<file path="src/rtl/proc_pkg.sv">
// Shared definitions for the multicycle ARMv8 control sequencer: FSM states,
// instruction classes, opcode match patterns and ALU / sign-extender codes.
package proc_pkg;

  localparam logic [2:0] ST_IDLE   = 3'd0;
  localparam logic [2:0] ST_FETCH  = 3'd1;
  localparam logic [2:0] ST_DECODE = 3'd2;
  localparam logic [2:0] ST_EXEC   = 3'd3;
  localparam logic [2:0] ST_MEM    = 3'd4;
  localparam logic [2:0] ST_WB     = 3'd5;
  localparam logic [2:0] ST_HALT   = 3'd6;

  typedef enum logic [3:0] {
    CLS_ILLEGAL = 4'd0,
    CLS_ADD     = 4'd1,
    CLS_SUB     = 4'd2,
    CLS_AND     = 4'd3,
    CLS_ORR     = 4'd4,
    CLS_LDUR    = 4'd5,
    CLS_STUR    = 4'd6,
    CLS_CBZ     = 4'd7,
    CLS_B       = 4'd8,
    CLS_MOVZ    = 4'd9
  } cls_e;

  // Opcode patterns: a bit takes part in the match only where its mask bit is 1.
  localparam logic [10:0] OP_ADD    = 11'b10001011000;
  localparam logic [10:0] OP_SUB    = 11'b11001011000;
  localparam logic [10:0] OP_AND    = 11'b10001010000;
  localparam logic [10:0] OP_ORR    = 11'b10101010000;
  localparam logic [10:0] OP_LDUR   = 11'b11111000010;
  localparam logic [10:0] OP_STUR   = 11'b11111000000;
  localparam logic [10:0] OP_CBZ    = 11'b10110100000;
  localparam logic [10:0] OP_B      = 11'b00010100000;
  localparam logic [10:0] OP_MOVZ   = 11'b11010010100;
  localparam logic [10:0] MASK_FULL = 11'b11111111111;
  localparam logic [10:0] MASK_CBZ  = 11'b11111111000;
  localparam logic [10:0] MASK_B    = 11'b11111100000;
  localparam logic [10:0] MASK_MOVZ = 11'b11111111100;

  localparam logic [3:0] ALU_AND   = 4'b0000;
  localparam logic [3:0] ALU_ORR   = 4'b0001;
  localparam logic [3:0] ALU_ADD   = 4'b0010;
  localparam logic [3:0] ALU_SUB   = 4'b0110;
  localparam logic [3:0] ALU_PASSB = 4'b0111;

  localparam logic [2:0] SE_D    = 3'b001;
  localparam logic [2:0] SE_B    = 3'b010;
  localparam logic [2:0] SE_CB   = 3'b011;
  localparam logic [2:0] SE_MOVZ = 3'b100;

  function automatic logic op_match(input logic [10:0] op,
                                    input logic [10:0] pat,
                                    input logic [10:0] mask);
    return ((op ^ pat) & mask) == 11'b0;
  endfunction

endpackage

</file>
<file path="src/rtl/opcode_decode.sv">
// Combinational classifier: instruction[31:21] -> instruction class.
module opcode_decode
  import proc_pkg::*;
(
  input  logic [10:0] opcode_i,
  output cls_e        cls_o
);

  always_comb begin
    cls_o = CLS_ILLEGAL;
    if      (op_match(opcode_i, OP_ADD,  MASK_FULL)) cls_o = CLS_ADD;
    else if (op_match(opcode_i, OP_SUB,  MASK_FULL)) cls_o = CLS_SUB;
    else if (op_match(opcode_i, OP_AND,  MASK_FULL)) cls_o = CLS_AND;
    else if (op_match(opcode_i, OP_ORR,  MASK_FULL)) cls_o = CLS_ORR;
    else if (op_match(opcode_i, OP_LDUR, MASK_FULL)) cls_o = CLS_LDUR;
    else if (op_match(opcode_i, OP_STUR, MASK_FULL)) cls_o = CLS_STUR;
    else if (op_match(opcode_i, OP_CBZ,  MASK_CBZ))  cls_o = CLS_CBZ;
    else if (op_match(opcode_i, OP_B,    MASK_B))    cls_o = CLS_B;
    else if (op_match(opcode_i, OP_MOVZ, MASK_MOVZ)) cls_o = CLS_MOVZ;
  end

endmodule

</file>
<file path="src/rtl/multicycle_sequencer.sv">
// Multicycle control FSM (FETCH/DECODE/EXEC/MEM/WB) with run/halt and a retire counter.
// Optional MEM_TIMEOUT_EN adds a MEM wait watchdog and the sticky memerr output.
module multicycle_sequencer
  import proc_pkg::*;
#(
  parameter int CNT_W       = 32,
  parameter int MEM_TIMEOUT = 16
) (
  input  logic             CLK,
  input  logic             reset,
  input  logic             run,
  input  logic [10:0]      opcode,
  input  logic             zero,
  input  logic             mem_ready,
  output logic             irwrite,
  output logic             pcwrite,
  output logic             reg2loc,
  output logic             alusrc,
  output logic             mem2reg,
  output logic             regwrite,
  output logic             memread,
  output logic             memwrite,
  output logic             branch,
  output logic             uncond_branch,
  output logic [3:0]       aluop,
  output logic [2:0]       signop,
  output logic             busy,
  output logic             instr_done,
  output logic             illegal,
  output logic [CNT_W-1:0] instr_count,
`ifdef MEM_TIMEOUT_EN
  output logic             memerr,
`endif
  output logic [2:0]       dbg_state
);

  logic [2:0]       state_q, state_d;
  cls_e             cls_q, cls_d, dec_cls, cur_cls;
  logic             illegal_q, illegal_d;
  logic [CNT_W-1:0] cnt_q, cnt_d;
  logic             retire;
  logic             wait_expire;

  // The branch condition is resolved in the datapath; the sequencer never needs zero.
  logic unused_zero;
  assign unused_zero = zero;

  opcode_decode u_dec (
    .opcode_i (opcode),
    .cls_o    (dec_cls)
  );

  // reg2loc must be valid in DECODE, before the class register is loaded.
  assign cur_cls = (state_q == ST_DECODE) ? dec_cls : cls_q;

`ifdef MEM_TIMEOUT_EN
  localparam int WAIT_W = $clog2(MEM_TIMEOUT + 1);
  logic [WAIT_W-1:0] wait_q, wait_d;
  logic              memerr_q, memerr_d;

  always_comb begin
    wait_d      = wait_q;
    memerr_d    = memerr_q;
    wait_expire = 1'b0;
    if (state_q != ST_MEM) begin
      wait_d = '0;
    end else if (!mem_ready) begin
      wait_d = wait_q + WAIT_W'(1);
      if (wait_d == WAIT_W'(MEM_TIMEOUT)) begin
        wait_expire = 1'b1;
        memerr_d    = 1'b1;
      end
    end
  end

  always_ff @(posedge CLK or posedge reset) begin
    if (reset) begin
      wait_q   <= '0;
      memerr_q <= 1'b0;
    end else begin
      wait_q   <= wait_d;
      memerr_q <= memerr_d;
    end
  end

  assign memerr = memerr_q;
`else
  localparam int unused_mem_timeout = MEM_TIMEOUT;
  assign wait_expire = 1'b0;
`endif

  always_comb begin
    retire = 1'b0;
    case (state_q)
      ST_EXEC: retire = (cls_q == CLS_CBZ) || (cls_q == CLS_B);
      ST_MEM:  retire = (cls_q == CLS_STUR) && mem_ready;
      ST_WB:   retire = 1'b1;
      default: retire = 1'b0;
    endcase
  end

  always_comb begin
    state_d   = state_q;
    cls_d     = cls_q;
    illegal_d = illegal_q;
    cnt_d     = retire ? cnt_q + CNT_W'(1) : cnt_q;
    case (state_q)
      ST_IDLE:   if (run) state_d = ST_FETCH;
      ST_FETCH:  state_d = ST_DECODE;
      ST_DECODE: begin
        cls_d = dec_cls;
        if (dec_cls == CLS_ILLEGAL) begin
          state_d   = ST_HALT;
          illegal_d = 1'b1;
        end else begin
          state_d = ST_EXEC;
        end
      end
      ST_EXEC: begin
        if ((cls_q == CLS_LDUR) || (cls_q == CLS_STUR)) state_d = ST_MEM;
        else                                            state_d = ST_WB;
      end
      ST_MEM:  if (mem_ready && (cls_q == CLS_LDUR)) state_d = ST_WB;
      ST_WB:   state_d = ST_WB;
      ST_HALT: state_d = ST_HALT;
      default: state_d = ST_IDLE;
    endcase
    // run is only consulted in IDLE and here, so dropping it mid-instruction finishes that instruction.
    if (retire)      state_d = run ? ST_FETCH : ST_IDLE;
    if (wait_expire) state_d = ST_HALT;
  end

  always_ff @(posedge CLK or posedge reset) begin
    if (reset) begin
      state_q   <= ST_IDLE;
      cls_q     <= CLS_ILLEGAL;
      illegal_q <= 1'b0;
      cnt_q     <= '0;
    end else begin
      state_q   <= state_d;
      cls_q     <= cls_d;
      illegal_q <= illegal_d;
      cnt_q     <= cnt_d;
    end
  end

  always_comb begin
    irwrite       = 1'b0;
    pcwrite       = 1'b0;
    reg2loc       = 1'b0;
    alusrc        = 1'b0;
    mem2reg       = 1'b0;
    regwrite      = 1'b0;
    memread       = 1'b0;
    memwrite      = 1'b0;
    branch        = 1'b0;
    uncond_branch = 1'b0;
    aluop         = '0;
    signop        = '0;
    if (state_q == ST_FETCH) irwrite = 1'b1;
    if ((state_q == ST_DECODE) || (state_q == ST_EXEC) ||
        (state_q == ST_MEM) || (state_q == ST_WB)) begin
      reg2loc = (cur_cls == CLS_STUR) || (cur_cls == CLS_CBZ);
    end
    // ALU and sign-extender controls stay stable from EXEC to the end of the instruction.
    if ((state_q == ST_EXEC) || (state_q == ST_MEM) || (state_q == ST_WB)) begin
      case (cls_q)
        CLS_ADD:  aluop = ALU_ADD;
        CLS_SUB:  aluop = ALU_SUB;
        CLS_AND:  aluop = ALU_AND;
        CLS_ORR:  aluop = ALU_ORR;
        CLS_LDUR, CLS_STUR: begin
          aluop  = ALU_ADD;
          alusrc = 1'b1;
          signop = SE_D;
        end
        CLS_CBZ: begin
          aluop  = ALU_PASSB;
          signop = SE_CB;
        end
        CLS_B:    signop = SE_B;
        CLS_MOVZ: begin
          aluop  = ALU_PASSB;
          alusrc = 1'b1;
          signop = SE_MOVZ;
        end
        default: aluop = '0;
      endcase
    end
    case (state_q)
      ST_EXEC: begin
        branch        = (cls_q == CLS_CBZ);
        uncond_branch = (cls_q == CLS_B);
        pcwrite       = (cls_q == CLS_CBZ) || (cls_q == CLS_B);
      end
      ST_MEM: begin
        memread  = (cls_q == CLS_LDUR);
        memwrite = (cls_q == CLS_STUR);
        pcwrite  = (cls_q == CLS_STUR) && mem_ready;
      end
      ST_WB: begin
        regwrite = 1'b1;
        mem2reg  = (cls_q == CLS_LDUR);
        pcwrite  = 1'b1;
      end
      default: pcwrite = 1'b0;
    endcase
  end

  assign busy        = (state_q != ST_IDLE) && (state_q != ST_HALT);
  assign instr_done  = retire;
  assign illegal     = illegal_q;
  assign instr_count = cnt_q;
  assign dbg_state   = state_q;

endmodule
</file>
<file path="config.mk">
export PLATFORM = sky130hd
export DESIGN_NAME = multicycle_sequencer
export DESIGN_NICKNAME = d
export VERILOG_FILES = /design/src/rtl/proc_pkg.sv /design/src/rtl/opcode_decode.sv /design/src/rtl/multicycle_sequencer.sv
export SDC_FILE = /design/constraint.sdc
export NUM_CORES = 1
export LEC_CHECK = 0
export ABC_AREA = 0
export BUFFER_PORTS_ARGS = -buffer_cell sky130_fd_sc_hd__buf_2
export CAP_MARGIN = 5
export CORE_MARGIN = 1.5
export CORE_UTILIZATION = 40
export DETAILED_ROUTE_END_ITERATION = 8
export GPL_ROUTABILITY_DRIVEN = 1
export GPL_TIMING_DRIVEN = 0
export HOLD_SLACK_MARGIN = 0.02
export PLACE_DENSITY_LB_ADDON = 0.2
export REMOVE_ABC_BUFFERS = 1
export SYNTH_ARGS = -nofsm -noshare
export SYNTH_HDL_FRONTEND = slang
export SYNTH_SLANG_ARGS = --single-unit
</file>
<file path="constraint.sdc">
create_clock -name CLK -period 4.15 [get_ports CLK]
set_input_delay 0.83 -clock CLK [delete_from_list [all_inputs] [get_ports CLK]]
set_output_delay 0.83 -clock CLK [all_outputs]
set_load 0.005 [all_outputs]
</file>
==> flow_summary.yaml <==
placed_design:
  io_buffers: 68
  placed_area_mm2: 0.00278
  place_congestion: 0.793
  hpwlAfterDp_um: 3970
  place_ws_ns: 0.901
synthesis:
  ys_ff_latch: 40
  yosysUniqueCellTypes: 55
  synth.cell_area_mm2: 0.00240
  synthTopCellsByArea: "dfrtp_1 (42%), xnor2_1 (8.4%), xor2_1 (3.3%)"
  synth_area_per_cell_um2: 9.71
  synthArstFlopShare: 1.00
  synthFlopType: "dfrtp_1"
  yosys-top-cells-count: "dfrtp_1 (40), xnor2_1 (23), nor2_1 (18)"
  syn_inst: 247
  synthMostInstantiatedCell: "dfrtp_1"
  synth_area_leader_cell: "dfrtp_1"
  synth.top_cell.area_share: 0.418
  synth-edff-count: 0
  ys_seq_area_frac: 0.418
  yosys_warnings: 0
global_route:
  grt_max_degree: 41
  grt_antenna_before_repair: 0
  overflow: 0
  grt_pass1_vias: 1878
  track_usage: 0.178
  grt_pass1_wl_um: 8980
clock_network:
  clockRootBuffer: "clkbuf_8"
  ctsHtreeMaxLevel: 2
  clk_pin_slew_ns: 0.08
  clk_latency_ns: 0.30
  cts.sinks: 40
  cts.path.max_buffers: 2
  cts_buffers: 5
  cts_tree: "yes"
  cts_hold_buf: 0
  cts_setup_buffers: 0
  cts_resized: 0
timing:
  setup_ws_ns: 0.860
  clock.fmax_mhz: 304
  skew_ns: 0.00775
  holdWs_ns: 0.460
  fin_setup_tns_ns: 0
  final-setup-viol-count: 0
  hold_violations: 0
  slew_viol_final: 0
  worst_slew_pin_slew_ns: 1.05
  min_period_ns: 3.29
  period_share: 0.793
  rsz0062_at_grt: "no"
  max_slew_margin: 0.296
routing:
  routedWlPerCell_um: 14.1
  ant_nets: 0
  vias_per_cell: 5.35
  num_vias: 2088
  wl_um: 5490
  drtPass1Iterations: 4
  drc: 0
  drtIter0Drc: 85
final_layout:
  antenna_cells: 0
  area_growth_pct: 21.1
  drive_gt1_frac: 0.286
  nFillCells: 592
  seq_area_mm2: 0.00100
  nets: 331
  finalInstanceArea_mm2: 0.00290
  multi_input_area_mm2: 0.00131
setup_path:
  cp_data_required_time_ns: 3.32
  r2r_start: "instr_count[2]$_DFFE_PP0P_"
  critical_path_class: "input pin to primary output"
  cp_max_fo: 5
  startpoint: "opcode[2]"
  arrival_ns: 2.46
  crit_path_start_kind: "input pin"
  end_kind: "primary output"
pwr:
  p_leak_nw: 1.40
  power_density_mw_per_mm2: 408
  vdd_drop_max_mv: 0.229
die:
  core_area_mm2: 0.00585
  dieHeight_um: 80.4
  die_area_mm2: 0.00647
  start_util: 0.410
  die_w_um: 80.4
  rows: 28
  ios: 71
run_status:
  status: "finished, final reports clean"
flow_run:
  drv_cap: 0
worst_hold_path:
  hp-start: "instr_count[31]$_DFFE_PP0P_"
  hold_class: "register to register"
-- placed cells by master (no fill, tap or decap), types with 5 or more instances in the layout --
| cell type | Yosys | routed |
|---|---|---|
| nand4_1 | 11 | 11 |
| nor2b_1 | 9 | 9 |
| nand2b_1 | 5 | 5 |
| nor3_1 | 8 | 8 |
| nor2_1 | 18 | 18 |
| clkbuf_8 | 0 | 6 |
| a21oi_1 | 10 | 10 |
| and3_1 | 8 | 8 |
| xor2_1 | 9 | 9 |
| and4_1 | 5 | 5 |
| dfrtp_1 | 40 | 40 |
| nand3_1 | 12 | 12 |
| xnor2_1 | 23 | 23 |
| buf_2 | 1 | 68 |
| nand2_1 | 17 | 17 |
| inv_1 | 11 | 10 |
-- worst max-delay path, stage by stage --
cell,delay [ns]
buf_2,0.11
nor3b_1,0.48
nand4_1,0.22
o32ai_1,0.36
a21oi_1,0.13
nor3b_1,0.18
buf_2,0.14
-- metrics by stage --
step / utilization / cells / total power [W]
5_1_grt: 0.496 / 390 / 0.00127
2_1_floorplan: - / 239 / 0.000725
3_5_place_dp: 0.475 / 382 / 0.000859
6_report: 0.496 / 390 / 0.00119
4_1_cts: 0.496 / 390 / 0.00120
3_3_place_gp: 0.475 / 382 / 0.000853
-- cells by family (layout without fill, tap and decap cells) --
group                    after synthesis  count (layout)  synth area share
buffers and inverters                 19              87            0.0381
adder cells (fa/ha/maj)                1               1           0.00522
XOR/XNOR                              33              33             0.124
AND/OR/NAND/NOR                      113             113             0.278
AO/OA/AOI/OAI                         35              35             0.113
flip-flops                            40              40             0.418
other                                  1               1           0.00156
multiplexers                           5               5            0.0230
-- power breakdown --
part / total (W) / switching, W / internal, W
logic: 0.000328 / 0.000175 / 0.000152
registers: 0.000522 / 0.0000872 / 0.000435
clock network: 0.000336 / 0.000139 / 0.000197
total: 0.00119 / 0.000402 / 0.000784
-- final timing paths --
kind | to | slack, ns | cells past startpoint
min in group asynchronous | instr_count[26]$_DFFE_PP0P_ | 0.69 | 2
setup / recovery | reg2loc | 0.86 | 7
setup reg to reg | instr_count[31]$_DFFE_PP0P_ | 1.73 | 5
hold / removal | instr_count[31]$_DFFE_PP0P_ | 0.46 | 1
hold reg to reg | instr_count[31]$_DFFE_PP0P_ | 0.46 | 1
max in group asynchronous | instr_count[0]$_DFFE_PP0P_ | 2.93 | 2
-- state kept, by name, summed over array words and instances (netlist names) --
name / flops
cls_q: 4
dbg_state: 3
illegal: 1
instr_count: 32
-- layout make-up --
| cell class | instances | share of cell area |
|---|---|---|
| clock buffers | 6 | 0.0284 |
| multi-input cells | 188 | 0.450 |
| well taps | 75 | 0.0323 |
| flip-flops and latches | 40 | 0.345 |
| clock inverters | 2 | 0.0134 |
| repair buffers | 68 | 0.117 |
| inverters | 11 | 0.0142 |
-- metal layers --
layer / track usage / vias up / share of wire / wire length (um)
met5: 0 / - / 0 / 0
met4: 0.0690 / 0 / 0.022 / 121
met3: 0.0330 / 10 / 0.045 / 246
met2: 0.272 / 50 / 0.45 / 2490
met1: 0.250 / 1003 / 0.48 / 2630
li1: - / 1025 / - / -
Power figures use the tool's default switching activity.
